**src/rtl/alu_pkg.sv**
```systemverilog
// Shared ALU function codes and mul_seq state encoding.
// Imported by alu and mul_seq.
package alu_pkg;

  typedef enum logic [2:0] {
    ALU_ADD  = 3'b000,
    ALU_SUB  = 3'b001,
    ALU_AND  = 3'b010,
    ALU_OR   = 3'b011,
    ALU_XOR  = 3'b100,
    ALU_SHL1 = 3'b101,
    ALU_SHR1 = 3'b110,
    ALU_PASS = 3'b111
  } alu_func_e;

  typedef enum logic [1:0] {
    MS_IDLE  = 2'b00,
    MS_ADD   = 2'b01,
    MS_SHIFT = 2'b10,
    MS_DONE  = 2'b11
  } mul_state_e;

endpackage

```
**src/rtl/alu.sv**
```systemverilog
// 32-bit combinational ALU.
// Ports: func (op code), a, b (operands), out (result), c_out (carry/borrow).
module alu
  import alu_pkg::*;
(
  input  alu_func_e   func,
  input  logic [31:0] a,
  input  logic [31:0] b,
  output logic [31:0] out,
  output logic        c_out
);

  logic [32:0] sum;
  logic [32:0] diff;

  assign sum  = {1'b0, a} + {1'b0, b};
  assign diff = {1'b0, a} - {1'b0, b};

  always_comb begin
    out   = '0;
    c_out = 1'b0;
    unique case (func)
      ALU_ADD: begin
        out   = sum[31:0];
        c_out = sum[32];
      end
      ALU_SUB: begin
        out   = diff[31:0];
        c_out = diff[32];
      end
      ALU_AND:  out = a & b;
      ALU_OR:   out = a | b;
      ALU_XOR:  out = a ^ b;
      ALU_SHL1: out = {a[30:0], 1'b0};
      ALU_SHR1: out = {1'b0, a[31:1]};
      ALU_PASS: out = a;
      default: begin
        out   = '0;
        c_out = 1'b0;
      end
    endcase
  end

endmodule

```
**src/rtl/mul_seq.sv**
```systemverilog
// Sequential 32x32 unsigned shift-add multiplier on one shared ALU.
// Ports: clk, rst (async high), start, a, b in; busy, done, product out.
module mul_seq
  import alu_pkg::*;
(
  input  logic        clk,
  input  logic        rst,
  input  logic        start,
  input  logic [31:0] a,
  input  logic [31:0] b,
  output logic        busy,
  output logic        done,
  output logic [63:0] product
);

  mul_state_e  state_q;
  mul_state_e  state_d;
  logic [31:0] mcand;
  logic [31:0] hi;
  logic [31:0] lo;
  logic        carry;
  logic [4:0]  count;

  alu_func_e   alu_func;
  logic [31:0] alu_a;
  logic [31:0] alu_b;
  logic [31:0] alu_out;
  logic        alu_c;

  logic        accept;
  logic [31:0] hi_shr;
  logic [31:0] lo_shr;

  alu u_alu (
    .func  (alu_func),
    .a     (alu_a),
    .b     (alu_b),
    .out   (alu_out),
    .c_out (alu_c)
  );

  assign accept = start &&
    (state_q == MS_IDLE || state_q == MS_DONE);

  // carry is the 33rd accumulator bit; it enters at bit 31
  assign hi_shr = {carry, alu_out[30:0]};
  assign lo_shr = {hi[0], lo[31:1]};

  assign busy = (state_q == MS_ADD) ||
                (state_q == MS_SHIFT);
  assign done = (state_q == MS_DONE);

  always_comb begin
    state_d  = state_q;
    alu_func = ALU_ADD;
    alu_a    = '0;
    alu_b    = '0;
    unique case (state_q)
      MS_IDLE: begin
        if (start) state_d = MS_ADD;
      end
      MS_ADD: begin
        alu_func = ALU_ADD;
        alu_a    = hi;
        alu_b    = mcand;
        state_d  = MS_SHIFT;
      end
      MS_SHIFT: begin
        alu_func = ALU_SHR1;
        alu_a    = hi;
        if (count == 5'd31) state_d = MS_DONE;
        else                state_d = MS_ADD;
      end
      MS_DONE: begin
        if (start) state_d = MS_ADD;
        else       state_d = MS_IDLE;
      end
      default: state_d = MS_IDLE;
    endcase
  end

  always_ff @(posedge clk or posedge rst) begin
    if (rst) state_q <= MS_IDLE;
    else     state_q <= state_d;
  end

  always_ff @(posedge clk or posedge rst) begin
    if (rst) begin
      mcand   <= '0;
      hi      <= '0;
      lo      <= '0;
      carry   <= 1'b0;
      count   <= '0;
      product <= '0;
    end else begin
      unique case (state_q)
        MS_IDLE, MS_DONE: begin
          if (accept) begin
            mcand <= a;
            hi    <= '0;
            lo    <= b;
            carry <= 1'b0;
            count <= '0;
          end
        end
        MS_ADD: begin
          if (lo[0]) begin
            hi    <= alu_out;
            carry <= alu_c;
          end else begin
            carry <= 1'b0;
          end
        end
        MS_SHIFT: begin
          hi    <= hi_shr;
          lo    <= lo_shr;
          count <= count + 5'd1;
          if (count == 5'd31)
            product <= {hi_shr, lo_shr};
        end
        default: ;
      endcase
    end
  end

endmodule

```
**config.mk**
```make
export PLATFORM = sky130hd
export DESIGN_NAME = mul_seq
export DESIGN_NICKNAME = d
export VERILOG_FILES = /design/src/rtl/alu_pkg.sv /design/src/rtl/alu.sv /design/src/rtl/mul_seq.sv
export SDC_FILE = /design/constraint.sdc
export NUM_CORES = 1
export LEC_CHECK = 0
export BUFFER_PORTS_ARGS = -buffer_cell sky130_fd_sc_hd__buf_4
export CORE_MARGIN = 1
export CORE_UTILIZATION = 32
export CTS_CLUSTER_DIAMETER = 200
export DETAILED_ROUTE_END_ITERATION = 12
export PLACE_DENSITY = 0.48
export SETUP_SLACK_MARGIN = 0.5
export SLEW_MARGIN = 20
export SYNTH_ARGS = -nofsm -noshare
export SYNTH_HDL_FRONTEND = slang
export SYNTH_HIERARCHICAL = 1
export SYNTH_SLANG_ARGS = --single-unit
```
**constraint.sdc**
```tcl
create_clock -name clk -period 7.2 [get_ports clk]
set_input_delay 0.36 -clock clk [delete_from_list [all_inputs] [get_ports clk]]
set_output_delay 0.36 -clock clk [all_outputs]
set_load 0.02 [all_outputs]
```
---- Word level (Yosys, flattened, before mapping) ----
Cells that the tools add are included.
operators by class
  add/subtract/negate cells ............... 3
  $mul .................................... 0
  div/mod/pow operators ................... 0
  magnitude comparators ................... 0
  equality and inequality tests ........... 14
  shift-type cells ........................ 0
  multiplexer cells ....................... 19
  bitwise operators ....................... 3
  reductions and logical operators ........ 14
operator list
  operator                                                          number
  32-bit case mux with 8 select lines                               1
  32-bit two-way mux                                                5
  32-bit case mux with 3 select lines                               1
  32-bit case mux with 2 select lines                               1
  32-bit by 32-bit adder with 33-bit output                         1
  32-bit by 32-bit subtractor with 33-bit output                    1
  32-bit AND                                                        1
  32-bit bitwise OR                                                 1
  32-bit XOR                                                        1
  3-bit == test (second input constant)                             4
  5-bit case mux with 2 select lines                                1
  2-bit AND reduction                                               5
  2-bit case mux with 4 select lines                                1
  3-bit by 2-bit == test with 1-bit output (second input constant)  2
  2-bit != test (second input constant)                             3
  5-bit by 1-bit adder with 5-bit output (second input constant)    1
  5-bit == test (second input constant)                             1
  5-bit two-way mux                                                 1
  2-bit == test (second input constant)                             2
  2-bit two-way mux                                                 2
  1-bit case mux with 2 select lines                                2
  2-bit nonzero test                                                2
  2-bit OR reduction                                                2
  3-bit by 1-bit == test with 1-bit output (second input constant)  1
  other kinds (7)                                                   10
word-level totals
  register bits ........................... 168
  bits in latches ......................... 0
  RAM bits ................................ 0
  ROM bits ................................ 0
  input port bits ......................... 67
  output and inout bits ................... 66
  memories ................................ 0

---- Logic depth before layout (Yosys ltp) ----
Gate-level depths: netlist of run 1.
  depth after elaboration ................. 7
  mapped depth ............................ 21
  gate-level depth less buffers ........... 19

---- Modules after synthesis ----
Netlist of run 1, hierarchy kept.
by module, submodules not included
  module   instances  cells an instance  area each (um2)
  mul_seq  1          543                7529.7
  alu      1          879                5760.5

---- Worst setup path after synthesis of run 1 ----
No wires, ideal clock.
  path type ............................... register to register
  start point ............................. reg state_q[0]
  end point ............................... reg product[62]
  setup time .............................. 125 ps
  arrival time ............................ 4542 ps
  data required time ...................... 7075 ps
  path slack .............................. 2533 ps
  cell stages (with the launch flop) ...... 19
  buffers on the path ..................... 2
  clock period less this slack ............ 4667 ps
  cell sequence ........................... dfrtp_1 inv_1 ha_1 buf_2 clkbuf_1 and2_1 ha_1 inv_1 fa_1 nand2b_1 a21o_1 a31o_1 a21bo_1 o41ai_2 a31oi_1 o31ai_1 a311oi_1 or3_1 mux2_2
on the way
  cells in the longest elaborated chain, start to end .. 5
  elaborated cells between the ends (all ways) .. 21
  classes of those cells .................. add/sub: 2; eq/ne: 9; mux: 4; bitwise: 3; reduce/logical: 3
RTL lines
  item                                                                                                         line                  source
  start, declared                                                                                              mul_seq.sv:16         mul_state_e state_q;
  start signal, assigned                                                                                       mul_seq.sv:84         else state_q <= state_d;
  2-bit by 1-bit == test with 1-bit output or 2-bit == test (tied branches)                                    mul_seq.sv:58         unique case (state_q)
  2-bit OR reduction (no source line) (*)                                                                      --
  32-bit two-way mux (*)                                                                                       mul_seq.sv:58
  named net alu_a[0]                                                                                           mul_seq.sv:25         logic [31:0] alu_a;
  32-bit by 32-bit subtractor with 33-bit output or 32-bit by 32-bit adder with 33-bit output (tied branches)  alu.sv:17, alu.sv:16
  32-bit case mux with 8 select lines (*)                                                                      alu.sv:22             unique case (func)
  named net alu_out[30]                                                                                        mul_seq.sv:27         logic [31:0] alu_out;
  end signal, assigned                                                                                         mul_seq.sv:119        product <= {hi_shr, lo_shr};
  end, declared                                                                                                mul_seq.sv:13         output logic [63:0] product
Mark *: on every way through the listed nets, which the timed path passes. The rest lies on a longest branch.
A chain may end at the register's enable or synchronous reset.

---- Final worst setup path of run 1 ----
Same ends and word-level chain as after synthesis.

==> results.md, run 1 <==
| Parameter | Reported | Unit |
|:---|:---|:---|
| Run status | finished, final reports clean | - |
| Switch share | 47.5 | % |
| Most frequent standard cell in the layout excluding fill and tap cells | dfrtp_1 | - |
| Vias | 10600 | - |
| Worst VDD drop | 0.000223 | V |
| Power per cell area | 434 | nW/um2 |
| Placement row count | 74 | - |
| Top cells by area, synth | dfrtp_1, ha_1, mux2_4 | - |
| Cell internal power dissipation | 3430 | uW |
| Inserted Diodes | 0 | - |
| Length of the first detailed-routing pass in iterations | 5 | - |
| Post-Place Setup Slack | 2090 | ps |
| Top-level I/O count | 133 | - |
| Die W | 206 | um |
| Count of hold buffers inserted by post-cts repair | 1 | - |
| Clock network fraction of design power | 14.7 | % |
| Fillers | 4220 | - |
| Inserted Clock Buffers | 17 | - |
| Endpoints failing setup | 0 | - |
| Initial antenna violation count | 0 | - |
| Element type at the critical path end | flop | - |
| Highest fanout seen on the critical path | 17 | - |
| Depth of the most critical reg-to-reg path | 16 | - |
| Sink Count | 168 | - |
| Beginning of the worst register-to-register path | state_q[0]$_DFFE_PP0P_ | - |
| Htree depth | 4 | - |
| Post-synthesis cell type count | 89 | - |
| #FFs+latches synth | 168 | - |
| Fraction of synthesis flops using an asynchronous set or reset pin | 100 | % |
| Sw Pwr | 3110 | uW |
| Mapped Area | 13300 | um2 |
| Initial core utilization | 32.5 | % |
| Number of cells upsized or downsized after cts | 0 | - |
| Hold path endpoint | mcand[8]$_DFFE_PP0P_ | - |
| Maximum clock path buffer count | 2 | - |
| Die footprint | 42400 | um2 |
| Maximum number of pins on one net before global-route repair | 119 | - |
| Antenna viol nets, final | 0 | - |
| Required time at the endpoint of the critical path | 7540 | ps |
| Setup slack on the worst flop-to-flop path | 2030 | ps |
| Kind of launch point of the worst setup path | flop | - |
| Placed wire-length estimate | 26900 | um |
| Routed vias/inst | 5.19 | - |
| Routed wire per std cell | 18.9 | um |
| CTS tree | built | - |
| Post CTS Setup Buffer Count | 0 | - |
| Synth Instances | 1422 | - |
| Total of buffers placed on input and output ports | 132 | - |
| Hold Path Stages | 2 | - |
| Total global routing track utilization | 18.7 | % |
| Shortest clock period the worst path allows after layout | 5170 | ps |
| # DRC | 0 | - |
| Layout Nets | 1668 | - |
| DR iter-0 viols | 667 | - |
| Worst setup slack after layout | 2030 | ps |
| Yosys Warn Count | 6 | - |
| Worst-case hold slack | 131 | ps |
| Area of the core | 40900 | um2 |
| Worst relative slew slack | 21.1 | % |
| Slew of the pin with the lowest slew margin | 1180 | ps |
| Total wire length | 38600 | um |
| Static leakage power | 0.00686 | uW |
| CTS root buf | clkbuf_16 | - |
| Library cell occupying the most area in the post-synthesis netlist | dfrtp_1 | - |
| Ratio of final minimum period to clock period | 71.8 | % |
| Setup tns final | 0 | ps |
| Count of flip-flops with a built-in enable after synthesis | 0 | - |
| Hold Crit Start | a[8] | - |
| Most frequent cells in the layout | dfrtp_1, buf_4, nand2_1 | - |
| Setup repair after global routing missed its margin | no | - |
| Top cell type's share of synthesized area | 31.6 | % |
| Sequential group share of total power | 22.9 | % |
| Mean cell area of the mapped netlist | 9.35 | um2 |
| Placer Congestion | 0.874 | - |
| Maximum achievable frequency | 193 | MHz |
| Proportion of synthesized chip area in sequential cells | 31.6 | % |
| Hold Violations, Final | 0 | - |
| Class of the tightest hold or removal check | primary input to flop | - |
| Worst EP arrival | 5510 | ps |
| Number of global-route vias before repair | 10500 | - |
| Total gr overflow | 0 | - |
| Clock latency on the worst-skew pair | 460 | ps |
| Layout cell share with drive strength beyond 1 | 20.4 | % |
| Worst-path clk slew | 70 | ps |
| Height of the chip | 206 | um |
| Top FF cell, synth | dfrtp_1 | - |
| Capture point of the worst reg-to-reg path | product[62]$_DFFE_PP0P_ | - |
| Clk_skew | 12.5 | ps |
| First-pass GRT wire length | 61200 | um |
| Final Max Tran Viols | 0 | - |
| Max-cap check violation count | 0 | - |
| P&R area growth vs syn | 13.3 | % |
| Startpoint-to-endpoint class of the critical path | flop to flop | - |
| Fraction of power consumed by combinational cells | 62.4 | % |
[final cells by class]
class	count	area (um2)	share of cell area [%]
Tap cell	532	666	4.42
Clock buffer	18	429	2.85
Clock inverter	13	159	1.05
Sequential cell	168	4200	27.9
Multi-Input combinational cell	1057	8120	53.9
Inverter	109	414	2.75
Timing Repair Buffer	143	1080	7.14
[layer usage]
layer  up-vias  share of wire [%]  GRT usage, %
met5         -                  0             0
met2       228                 45          29.0
met1      5178                 48          26.0
li1       5161                  -             -
met3        21                6.3          5.04
met4         0               0.90          3.60
[Yosys cell counts, types with 6 or more instances]
| library cell | number |
|---|---|
| mux4_2 | 9 |
| a22oi_1 | 7 |
| nand2b_1 | 13 |
| a21oi_1 | 99 |
| mux2_2 | 18 |
| nor3_1 | 17 |
| or3_1 | 7 |
| a31oi_1 | 13 |
| o211ai_1 | 12 |
| mux2i_1 | 55 |
| o21ai_0 | 95 |
| a22o_1 | 39 |
| xnor2_1 | 15 |
| o21a_1 | 8 |
| a222oi_1 | 7 |
| buf_6 | 15 |
| clkbuf_1 | 40 |
| buf_4 | 9 |
| o221ai_1 | 6 |
| nand3_1 | 17 |
| nor2_1 | 90 |
| and2_1 | 66 |
| ha_1 | 103 |
| mux2_4 | 79 |
| a211oi_1 | 13 |
| o31ai_1 | 9 |
| a21o_1 | 18 |
| nor2b_1 | 7 |
| nand2_1 | 113 |
| buf_2 | 15 |
| o22ai_1 | 9 |
| o21bai_1 | 7 |
| o21ai_1 | 23 |
| inv_1 | 106 |
| dfrtp_1 | 168 |
[flip-flops by register name (all words and copies together), names as in the netlist]
register,count
lo,32
product,64
state_q,2
carry,1
mcand,32
hi,32
count,5
[how the worst max path moves through the flow]
stage,startpoint,cells after the start,endpoint
floorplan,rst,1,carry$_DFFE_PP0P_
global placement,state_q[0]$_DFFE_PP0P_,16,product[62]$_DFFE_PP0P_
detailed placement,state_q[0]$_DFFE_PP0P_,17,hi[31]$_DFFE_PP0P_
CTS,state_q[0]$_DFFE_PP0P_,17,hi[31]$_DFFE_PP0P_
global route,state_q[0]$_DFFE_PP0P_,15,product[62]$_DFFE_PP0P_
finish,state_q[0]$_DFFE_PP0P_,16,product[62]$_DFFE_PP0P_
[through the flow]
stage	total power (uW)	cells	cell area, um2	utilization, %
2_1_floorplan	4600	1427	13300	-
3_3_place_gp	5530	2008	14500	35.3
3_5_place_dp	5560	2008	14500	35.3
4_1_cts	6560	2040	15100	36.8
5_1_grt	7080	2040	15100	36.8
6_report	6540	2040	15100	36.8
[critical path: stages (launching register included)]
cell and delay (ps):
dfrtp_1 450, inv_1 140, ha_1 690, and2_1 260, ha_1 210, inv_1 80, fa_1 400, nand2b_1 200
a21o_1 210, a31o_1 250, a21bo_1 230, o41ai_2 530, a31oi_1 220, o31ai_1 410, a311oi_1 150, or3_1 350
mux2_2 270
[power by group through the flow]
stage | sequential, uW | clock [uW] | combinational [uW]
2_1_floorplan | 1560 | 0 | 3040
3_5_place_dp | 1520 | 0 | 4040
4_1_cts | 1510 | 992 | 4060
6_report | 1500 | 960 | 4080
5_1_grt | 1550 | 1020 | 4510
3_3_place_gp | 1520 | 0 | 4020
[cells by family after synthesis]
| family | share of synthesized area [%] |
|---|---|
| other cells | 0.0282 |
| flops | 31.6 |
| compound gates | 20.2 |
| simple gates | 13.0 |
| xor+xnor | 1.19 |
| mux | 16.3 |
| fa+ha+maj | 10.0 |
| buf+inv | 7.70 |
Power figures use the tool's default switching activity.
==> run 2: changes to the inputs <==
- clock period: 7.2 -> 4.8 ns (I/O delays scaled with it)
==> run 2 against run 1 <==
Against the previous run: clock-buffer cell count down 1; global-route usage grew 0.29 points; highest routed layer unchanged; critical endpoint is now hi[31]$_DFFE_PP0P_; largest cell class unchanged; routed wire length increased by 0.73%; maximum frequency up 26%; via count increased by 2.2%.
==> results.md, run 2 (synthesized netlist as in run 1, its figures left out) <==
| Parameter | Reported | Unit |
|:---|:---|:---|
| Number of global-route vias before repair | 10900 | - |
| Clock latency on the worst-skew pair | 470 | ps |
| Total wire length | 38900 | um |
| Capture point of the worst reg-to-reg path | hi[31]$_DFFE_PP0P_ | - |
| Largest register by flop count | product | - |
| Height of the chip | 206 | um |
| Layout Nets | 1729 | - |
| CTS root buf | clkbuf_16 | - |
| Hold Violations, Final | 0 | - |
| Area of all sequential standard cells | 4210 | um2 |
| Routed vias/inst | 5.15 | - |
| Setup tns final | 0 | ps |
| Critical path capture point | hi[31]$_DFFE_PP0P_ | - |
| # DRC | 0 | - |
| Area of the core | 40900 | um2 |
| Instance area after placement | 14700 | um2 |
| Total global routing track utilization | 19.0 | % |
| Fraction of power consumed by combinational cells | 63.9 | % |
| First-pass GRT wire length | 62500 | um |
| Worst EP arrival | 4470 | ps |
| Vias | 10800 | - |
| Shortest clock period the worst path allows after layout | 4110 | ps |
| Beginning of the worst register-to-register path | state_q[0]$_DFFE_PP0P_ | - |
| Element type at the critical path end | flop | - |
| Switch share | 47.7 | % |
| Maximum number of pins on one net before global-route repair | 119 | - |
| Footprint of the multi-input gates | 8240 | um2 |
| Class of the tightest hold or removal check | primary input to flop | - |
| Highest fanout seen on the critical path | 5 | - |
| Required time at the endpoint of the critical path | 5160 | ps |
| Fillers | 4194 | - |
| Worst-path clk slew | 80 | ps |
| Number of flip-flops under the largest register name | 64 | - |
| Clk_skew | 18.7 | ps |
| Startpoint-to-endpoint class of the critical path | flop to flop | - |
| Slew of the pin with the lowest slew margin | 1390 | ps |
| Routed wire per std cell | 18.5 | um |
| Die W | 206 | um |
| Ratio of final minimum period to clock period | 85.6 | % |
| Worst VDD drop | 0.000240 | V |
| Worst setup path startpoint | state_q[0]$_DFFE_PP0P_ | - |
| Length of the first detailed-routing pass in iterations | 5 | - |
| Htree depth | 4 | - |
| CTS tree | built | - |
| Total gr overflow | 0 | - |
| DR iter-0 viols | 635 | - |
| Initial core utilization | 32.5 | % |
| Worst relative slew slack | 6.68 | % |
| Inserted Diodes | 0 | - |
| Most frequent cells in the layout | buf_4, dfrtp_1, nand2_1 | - |
| Kind of launch point of the worst setup path | flop | - |
| Final std cell area, no fill | 15700 | um2 |
| Final Max Tran Viols | 0 | - |
| Sequential group share of total power | 22.1 | % |
| Placer Congestion | 0.878 | - |
| Placement row count | 74 | - |
| Total of buffers placed on input and output ports | 132 | - |
| Maximum achievable frequency | 243 | MHz |
| Power per cell area | 642 | nW/um2 |
| Layout cell share with drive strength beyond 1 | 23.3 | % |
| P&R area growth vs syn | 18.2 | % |
| Depth of the most critical reg-to-reg path | 19 | - |
| Cell internal power dissipation | 5280 | uW |
| Setup slack on the worst flop-to-flop path | 690 | ps |
| Run status | finished, final reports clean | - |
| Top-level I/O count | 133 | - |
| Initial antenna violation count | 0 | - |
| Static leakage power | 0.00719 | uW |
| Sink Count | 168 | - |
| Placed wire-length estimate | 27200 | um |
| Endpoints failing setup | 0 | - |
| Most frequent standard cell in the layout excluding fill and tap cells | buf_4 | - |
| Sw Pwr | 4800 | uW |
| Maximum clock path buffer count | 2 | - |
| Clock network fraction of design power | 14.0 | % |
| Max-cap check violation count | 0 | - |
| Setup repair after global routing missed its margin | yes | - |
| Die footprint | 42400 | um2 |
| Inserted Clock Buffers | 17 | - |
| Antenna viol nets, final | 0 | - |
[run 2: changes by cell type in the layout (fill, tap and decap cells not counted), moves of 3 or more]
cell | before | now
buf_4 | 142 | 173
and2_2 | 0 | 6
inv_6 | 6 | 3
buf_6 | 0 | 3
clkinv_8 | 0 | 3
ha_2 | 0 | 3
and2_1 | 66 | 60
dlygate4sd3_1 | 1 | 27
ha_4 | 1 | 4
ha_1 | 102 | 96
[run 2: area by class of cell]
cell class / instances / area share [%]
sequential: 168 / 26.8
clock inverter: 15 / 1.00
multi-input combinational: 1057 / 52.4
tap: 532 / 4.24
clock buffer: 17 / 2.71
inverter: 109 / 2.63
timing repair buffer: 204 / 10.2
[run 2: worst min-delay path by stage]
stage	from	endpoint	slack [ps]	cells after the start
3_3_place_gp	rst	product[32]$_DFFE_PP0P_	170	2
3_5_place_dp	rst	product[32]$_DFFE_PP0P_	170	2
5_1_grt	a[27]	mcand[27]$_DFFE_PP0P_	10	2
2_1_floorplan	a[0]	mcand[0]$_DFFE_PP0P_	390	1
4_1_cts	a[27]	mcand[27]$_DFFE_PP0P_	3	2
6_report	a[27]	mcand[27]$_DFFE_PP0P_	20	2
[run 2: metal layers]
layer	wire [um]	vias up	GRT usage [%]	share of wire, %
met5	0	-	0	0
met4	782	0	6.04	2.0
met3	1830	37	3.52	4.7
met2	17800	228	30.2	46
met1	18500	5273	25.9	48
li1	-	5280	-	-
[run 2: power by group through the flow]
stage               clock, uW  combinational (uW)  sequential (uW)
global route             1520                7100             2310
CTS                      1460                6360             2240
detailed placement          0                6220             2270
finish                   1410                6440             2230
global placement            0                6160             2270
floorplan                   0                4590             2350
[run 2: through the flow]
step | util [%] | setup slack (ps) | instances | hold WS [ps] | total power (uW)
2_1_floorplan | - | 537 | 1427 | 388 | 6930
3_3_place_gp | 35.9 | 345 | 2035 | 171 | 8430
3_5_place_dp | 35.9 | 256 | 2035 | 173 | 8490
4_1_cts | 38.2 | 548 | 2102 | 3.38 | 10100
5_1_grt | 38.4 | 477 | 2102 | 11.3 | 10900
6_report | 38.4 | 691 | 2102 | 21.9 | 10100
[run 2: worst max-delay path, cell delays in order (launching register included)]
cell and delay [ps]:
dfrtp_2 360, inv_1 110, ha_4 310, buf_2 170
and2_1 250, inv_1 90, ha_1 350, o21ai_0 170
nor3_1 200, o21ai_0 160, buf_4 190, a31oi_4 170
o21ai_1 130, o21ba_2 240, a31o_1 200, a41oi_1 250
xnor2_1 150, o21ai_1 80, a22o_1 200, a32o_1 240
[run 2: timing repair]
item | 4_1_cts | 5_1_grt
endpoints found under the hold margin | 32 | 0
buffers inserted | 8 | 0
setup endpoints to repair | 14 | 13
hold buffers | 27 | 0
pin swaps | 3 | 3
gates resized for setup | 10 | 19
==> run 3: changes to the inputs <==
==> constraint.sdc (replaced) <==
create_clock -name clk -period 4.8 [get_ports clk]
set_input_delay 0.96 -clock clk [delete_from_list [all_inputs] [get_ports clk]]
set_output_delay 0.96 -clock clk [all_outputs]
set_load 0.02 [all_outputs]
==> run 3 against run 2 <==
Against the previous run: clock power about the same; clock-buffer cell count increased by 1; maximum frequency increased by 0.94%; register-to-register slack improved by 40 ps; critical endpoint unchanged; core utilization decreased by 0.43 points; largest power group unchanged; highest routed layer unchanged; clock skew decreased by 8.3 ps; flip-flop and latch count unchanged; combinational power increased by 0.9%.
==> results.md, run 3 (synthesized netlist as in run 1, its figures left out) <==
| Parameter | Reported | Unit |
|:---|:---|:---|
| Initial core utilization | 32.5 | % |
| Initial antenna violation count | 0 | - |
| DR iter-0 viols | 591 | - |
| Maximum number of pins on one net before global-route repair | 119 | - |
| CTS tree | built | - |
| Detail Route met2 WL | 17600 | um |
| Layout cell share with drive strength beyond 1 | 24.7 | % |
| Shortest clock period the worst path allows after layout | 4070 | ps |
| Maximum clock path buffer count | 2 | - |
| Slew of the pin with the lowest slew margin | 1360 | ps |
| Class of the tightest hold or removal check | flop to flop | - |
| Routed wire per std cell | 18.6 | um |
| Area of all sequential standard cells | 4210 | um2 |
| WP buf/inv | 4 | - |
| Inserted Diodes | 0 | - |
| Count of hold buffers inserted by post-cts repair | 0 | - |
| # DRC | 0 | - |
| Stages on the worst setup path | 18 | - |
| Max stage delay on crit path | 450 | ps |
| Number of global-route vias before repair | 10800 | - |
| Footprint of the multi-input gates | 8300 | um2 |
| Most frequent cells in the layout | buf_4, dfrtp_1, nand2_1 | - |
| Element type at the critical path end | flop | - |
| Top-level I/O count | 133 | - |
| Die W | 206 | um |
| Fillers | 4185 | - |
| Total gr overflow | 0 | - |
| Number of flip-flops under the largest register name | 64 | - |
| P&R area growth vs syn | 16.9 | % |
| Worst relative slew slack | 9.22 | % |
| Worst EP arrival | 4420 | ps |
| Hold Crit Start | hi[31]$_DFFE_PP0P_ | - |
| Highest routing layer actually used | met4 | - |
| Worst setup path startpoint | state_q[1]$_DFFE_PP0P_ | - |
| Height of the chip | 206 | um |
| Maximum achievable frequency | 246 | MHz |
| Worst VDD drop | 0.000315 | V |
| Total wire length | 38500 | um |
| Total global routing track utilization | 18.9 | % |
| Antenna viol nets, final | 0 | - |
| Total of buffers placed on input and output ports | 132 | - |
| Length of routed wiring on met1 | 18200 | um |
| Cell at the slowest stage of the critical path | or3_1 | - |
| Beginning of the worst register-to-register path | state_q[1]$_DFFE_PP0P_ | - |
| Ratio of final minimum period to clock period | 84.8 | % |
| Clk_skew | 10.4 | ps |
| Highest fanout seen on the critical path | 13 | - |
| Final Max Tran Viols | 0 | - |
| First-pass GRT wire length | 61900 | um |
| Detailed route wirelength on metal3 | 1950 | um |
| Worst path cell trace | inv_2, ha_4, buf_4, buf_4, and2_2, inv_1, ha_1, nand3_1, or3_1, a31oi_4, o21ai_1, o21ba_2, a31o_1, a41oi_1, xnor2_1, o21ai_1, a22o_1, a32o_1 | - |
| Most frequent standard cell in the layout excluding fill and tap cells | buf_4 | - |
| Run status | finished, final reports clean | - |
| Length of the first detailed-routing pass in iterations | 5 | - |
| Clock latency on the worst-skew pair | 460 | ps |
| Kind of launch point of the worst setup path | flop | - |
| Inserted Clock Buffers | 17 | - |
| Max-cap check violation count | 0 | - |
| Placer Congestion | 0.875 | - |
| Depth of the most critical reg-to-reg path | 18 | - |
| Required time at the endpoint of the critical path | 5150 | ps |
| Placement row count | 74 | - |
| Largest register by flop count | product | - |
| Endpoints failing setup | 0 | - |
| Sink Count | 168 | - |
| Setup repair after global routing missed its margin | no | - |
| Routed vias/inst | 5.15 | - |
| Startpoint-to-endpoint class of the critical path | flop to flop | - |
| Hold Path Stages | 1 | - |
| Area of the core | 40900 | um2 |
| Power per cell area | 654 | nW/um2 |
| Worst-path clk slew | 70 | ps |
| Layout Nets | 1702 | - |
| Hold Violations, Final | 0 | - |
| Cell family contributing the most delay on the critical path | compound AO/OA/AOI/OAI gates | - |
| Setup tns final | 0 | ps |
| Instance area after placement | 14700 | um2 |
| Die footprint | 42400 | um2 |
| Worst-case hold slack | 487 | ps |
| Htree depth | 4 | - |
| Placed wire-length estimate | 27000 | um |
| CTS root buf | clkbuf_16 | - |
| Static leakage power | 0.00710 | uW |
| Final std cell area, no fill | 15500 | um2 |
| Vias | 10700 | - |
==> run 3: changes by cell type in the layout (fill, tap and decap cells not counted), moves of 4 or more <==
cell and delta:
and2_4 +6, and2_1 -8, ha_1 -4, ha_4 +4
dlygate4sd3_1 -27
==> run 3: worst register-to-register path: cells and delay by family, from the launching register on <==
family / cells / cell delay [ps]
DFF: 1 / 390
xor gates and xnor gates: 1 / 150
buffers and inverters: 4 / 480
AOI/OAI and AO/OA: 8 / 1510
adders and majority gates: 2 / 590
and+or+nand+nor: 3 / 840
==> run 3: layout make-up <==
class / instances / area share [%]
inverters: 109 / 2.66
flip-flops and latches: 168 / 27.1
clock inverters: 14 / 0.950
clock buffers: 18 / 2.83
multi-input cells: 1057 / 53.4
repair buffers: 177 / 8.81
well taps: 532 / 4.28
==> run 3: through the flow <==
stage	utilization, %	worst slack, ps	power [uW]	instances
5_1_grt	38.0	518	11000	2075
3_5_place_dp	35.9	246	8480	2034
6_report	38.0	730	10200	2075
3_3_place_gp	35.9	343	8430	2034
2_1_floorplan	-	537	6930	1427
4_1_cts	37.5	503	10000	2071
==> run 3: worst paths after layout <==
path	end	slack (ps)
worst min-delay path	hi[31]$_DFFE_PP0P_	490
worst min register to register	hi[31]$_DFFE_PP0P_	490
max in group asynchronous	product[48]$_DFFE_PP0P_	3440
worst max-delay path	hi[31]$_DFFE_PP0P_	730
worst max register to register	hi[31]$_DFFE_PP0P_	730
min in group asynchronous	product[32]$_DFFE_PP0P_	620
==> run 3: routing by layer <==
| metal | vias to the layer above | GRT usage (%) |
|---|---|---|
| li1 | 5231 | - |
| met1 | 5188 | 25.4 |
| met2 | 226 | 29.6 |
| met3 | 40 | 4.40 |
| met4 | 0 | 6.22 |
| met5 | - | 0 |
==> run 3: where the power goes <==
group | internal, uW | switching, uW
Combinational | 2720 | 3780
Sequential | 1920 | 318
Clock | 751 | 674
Total | 5400 | 4770
==> run 3: repair_timing <==
item / CTS / global route
setup endpoints to repair: 15 / 21
gates resized for setup: 6 / 41
buffers inserted: 5 / 4
pin swaps: 2 / 4
